[config.mk]
export PLATFORM = sky130hd
export DESIGN_NAME = pipe_regfile
export DESIGN_NICKNAME = d
export VERILOG_FILES = /design/src/rtl/pipe_regfile.sv
export SDC_FILE = /design/constraint.sdc
export NUM_CORES = 2
export LEC_CHECK = 0
export ABC_AREA = 0
export CAP_MARGIN = 20
export CORE_MARGIN = 2
export CORE_UTILIZATION = 51
export CTS_CLUSTER_DIAMETER = 100
export DETAILED_ROUTE_END_ITERATION = 7
export PLACE_DENSITY = 0.67
export SLEW_MARGIN = 40
export SYNTH_ARGS = -nofsm -noshare
export SYNTH_HDL_FRONTEND = slang
export SYNTH_SLANG_ARGS = --single-unit
[constraint.sdc]
create_clock -name clk -period 9.4 [get_ports clk]
set_clock_uncertainty 0.15 [all_clocks]
set_input_delay 2.35 -clock clk [delete_from_list [all_inputs] [get_ports clk]]
set_output_delay 2.35 -clock clk [all_outputs]
set_load 0.02 [all_outputs]
[src/rtl/pipe_regfile.sv]
// pipe_regfile: multi-port register file with per-register write-pending scoreboard
module pipe_regfile #(
  parameter int WIDTH = 32,
  parameter int DEPTH = 32,
  parameter int NREAD = 2,
  parameter int WRITE_FIRST = 1,
  parameter int ZERO_REG = 1,
  parameter int MAXPEND = 3,
  localparam int AW = $clog2(DEPTH),
  localparam int CW = $clog2(MAXPEND + 1)
) (
  input  logic                   clk,
  input  logic                   reset_n,
  input  logic                   we,
  input  logic [AW-1:0]          wa,
  input  logic [WIDTH-1:0]       wd,
  input  logic [NREAD*AW-1:0]    ra,
  output logic [NREAD*WIDTH-1:0] rd,
  output logic [NREAD-1:0]       rdy,
  input  logic                   iss_valid,
  input  logic [AW-1:0]          iss_addr,
  output logic                   iss_ready,
  output logic                   pend_any,
  output logic                   wb_err
);
  logic [WIDTH-1:0] rf [DEPTH];
  logic [CW-1:0] cnt [DEPTH];
  logic [CW-1:0] cnt_nxt [DEPTH];
  logic [DEPTH-1:0] inc, dec;
  logic wr_ok, iss_zero, iss_ok;
  // reset_n gating keeps bypass and readiness at reset values while held in reset
  assign wr_ok = we && reset_n && !(ZERO_REG != 0 && wa == '0);
  assign iss_zero = ZERO_REG != 0 && iss_addr == '0;
  assign iss_ready = cnt[iss_addr] != CW'(MAXPEND) || iss_zero;
  assign iss_ok = iss_valid && iss_ready && !iss_zero && reset_n;
  for (genvar i = 0; i < NREAD; i++) begin : g_rd
    logic [AW-1:0] a;
    logic zr, hit;
    assign a = ra[i*AW +: AW];
    assign zr = ZERO_REG != 0 && a == '0;
    assign hit = WRITE_FIRST != 0 && wr_ok && wa == a;
    assign rd[i*WIDTH +: WIDTH] = zr ? '0 : hit ? wd : rf[a];
    assign rdy[i] = zr || cnt[a] == '0 || (hit && cnt[a] == CW'(1));
  end
  for (genvar r = 0; r < DEPTH; r++) begin : g_cnt
    assign inc[r] = iss_ok && iss_addr == AW'(r);
    assign dec[r] = wr_ok && wa == AW'(r) && cnt[r] != '0;
  end
  always_comb begin
    pend_any = 1'b0;
    for (int r = 0; r < DEPTH; r++) begin
      cnt_nxt[r] = (inc[r] && !dec[r]) ? cnt[r] + CW'(1) : (dec[r] && !inc[r]) ? cnt[r] - CW'(1) : cnt[r];
      pend_any = pend_any | (cnt[r] != '0);
    end
  end
  always_ff @(posedge clk or negedge reset_n) begin
    if (!reset_n) begin
      for (int r = 0; r < DEPTH; r++) begin
        rf[r] <= '0;
        cnt[r] <= '0;
      end
      wb_err <= 1'b0;
    end else begin
      if (wr_ok) rf[wa] <= wd;
      if (wr_ok && cnt[wa] == '0) wb_err <= 1'b1;
      for (int r = 0; r < DEPTH; r++) cnt[r] <= cnt_nxt[r];
    end
  end
endmodule

==> results_dict.tcl <==
set metrics [dict create \
    critPathMaxStageDelay_ps 710 \
    grt_overflow 0 \
    fin_cells 5908 \
    cp.required_ps 6900 \
    synth_top_area_share_pct 45.03 \
    power_uw 13350 \
    synth_nets 4430 \
    antenna_left 0 \
    hpwl_um 126000 \
    power_per_cell_area_mw_per_mm2 198.5 \
    place_area_mm2 0.06341 \
    die_width_um 348.5 \
    cts_resized 0 \
    clockRootBuffer "clkbuf_16" \
    vias_per_cell 6.975 \
    synthDistinctLibCells 69 \
    clock_latency_ps 720 \
    slowest_stage "clkdlybuf4s50_1" \
    cts_tree "yes" \
    start_util_pct 51.31 \
    slew_viol_final 0 \
    synth_flop_cell "dfrtp_1" \
    port_buffers 124 \
    htreeDepth 3 \
    critPathKind "in2out" \
    clk_pin_slew_ps 60 \
    status "finished, final reports clean" \
    ys_ff_latch 1089 \
    period_minus_slack_ps 8701 \
    synth_edf_count 0 \
    relSlewSlack_pct 36.95 \
    wire_per_inst_um 33.79 \
    syn_inst 4343 \
    synth_area_mm2 0.06051 \
    start_kind "primary input" \
    worst_slew_pin_slew_ps 945.7 \
    critPathMaxFanout 24 \
    area.growth.synth_to_final_pct 11.16 \
    cts.sinks 1089 \
    path_cells "clkdlybuf4s50_1, buf_4, or4_1, o211ai_2, or2_2, buf_4, nor2_1, a41oi_1, clkdlybuf4s50_1" \
    hold_viol_final 0 \
    power_leakage_uw 0.02972 \
    ir_drop_mv 0.1602 \
    setup_viol 0 \
    cp-end-kind "primary output" \
    hp-class "reg2reg" \
    dieArea_mm2 0.1214 \
    drive_gt1_share_pct 40.27 \
    grt_pass1_wl_um 292400 \
    gp_congestion 0.8895 \
    core_mm2 0.1179 \
    numCtsBuffers 116 \
    synth_warnings 0 \
    drv_cap 0 \
    pin_count 125 \
    synthArstFlopShare_pct 100.0 \
    num_rows 126 \
    grt_pass1_vias 41420 \
    synthTopCellsByArea "dfrtp_1, mux4_2, mux2_2, mux2i_1, mux2_1" \
    max_freq_ghz 0.1149 \
    arrival_ps 6200 \
    cts_hold_buffers 0 \
    clk_path_buf_depth 3 \
    synth_area_leader_cell "dfrtp_1" \
    synth_area_per_cell_um2 13.93 \
    die_h_um 348.5 \
    holdWs_ps 247.2 \
    grt_usage_pct 32.88 \
    finish.instance_area_mm2 0.06726 \
    period_share_pct 92.57 \
    antenna_found_initial 7 \
    final_common_cell "dfrtp_1" \
    drt_pass1_iterations 6 \
    grt_setup_unrepaired "false" \
    ys_seq_area_share_pct 45.03 \
    fin_tns_setup_ps 0 \
    fin_nets 4363 \
    post_cts_buffers 0 \
    grt_max_degree 71 \
    drt-initial-drc-count 4604 \
    placed_cells 5693 \
    route.vias.total 41210 \
    drc 0 \
    final_cell_mix "dfrtp_1, mux2_2, mux4_2, mux2i_1, buf_4" \
    wirelength_um 199700 \
]
-- metal layers --
layer / track usage [%] / routed length, um / vias to the layer above
met5: 0 / 62 / -
met1: 46.40 / 81780 / 22040
met4: 13.19 / 8535 / 10
met2: 50.44 / 91580 / 2155
li1: - / - / 16530
met3: 6.331 / 17710 / 475
-- worst max-delay path: cells and delay by family --
kind,cells,cell delay (ps)
AO/OA/AOI/OAI,2,760
AND/OR/NAND/NOR,3,1270
buffers and inverters,4,1790
-- stage by stage --
stage / util [%] / worst slack (ps)
CTS: 56.99 / 829.7
floorplan: - / 2536
global placement: 53.46 / 866.9
finish: 57.04 / 698.5
detailed placement: 53.77 / 851.6
global route: 57.04 / 665.1
-- state kept, by name (all words and copies together) (netlist names) --
signal and flops:
cnt 64, rf 1024, wb_err 1
-- cell usage after synthesis (24+ instances only) --
cell type and n:
a211oi_1 45, a21oi_1 79, a221oi_1 45, a22o_1 44
a22oi_1 71, buf_2 180, buf_4 31, clkbuf_1 246
dfrtp_1 1089, ha_1 31, mux2_1 133, mux2_2 861
mux2i_1 262, mux4_2 445, nand2_1 68, nand3_1 24
nor2_1 114, nor2b_1 44, nor3_1 66, o21ai_0 58
o22ai_1 64, xnor2_1 41, xor2_1 62
-- area by class of cell --
type | instances | area [um^2]
clock buffers | 167 | 3324
multi-input cells | 2755 | 31160
clock inverters | 45 | 476.7
inverters | 5 | 18.77
fillers | 9460 | 50660
well taps | 1536 | 1922
repair buffers | 309 | 3109
diodes | 2 | 5.005
flip-flops and latches | 1089 | 27250
-- worst paths after layout --
kind | from | endpoint | slack, ps | cells after the start
worst max-delay path | wa[3] | rd[43] | 700 | 9
worst min-delay path | rf[1006] | rf[1006] | 250 | 0
worst max register to register | cnt[18] | cnt[31] | 6560 | 9
worst min register to register | rf[1006] | rf[1006] | 250 | 0
max in group asynchronous | reset_n | rf[394] | 4120 | 6
min in group asynchronous | reset_n | rf[438] | 1420 | 1
-- kinds of logic (layout without fill, tap and decap cells) --
group	Yosys count	in the layout	share of synthesized area, %
multiplexers	1701	1701	39.39
flip-flops	1089	1089	45.03
AO/OA/AOI/OAI	525	525	6.193
buffers and inverters	499	526	4.022
AND/OR/NAND/NOR	395	395	3.226
XOR/XNOR	103	103	1.491
adder cells (fa/ha/maj)	31	31	0.6410
other	0	2	0
-- power breakdown --
part / switching, uW / internal (uW) / total [uW] / leakage, uW
clock network: 2010 / 2640 / 4650 / 0.00188
registers: 727 / 5370 / 6100 / 0.0145
logic: 1190 / 1410 / 2600 / 0.0134
(Power assumes the default switching activity.)
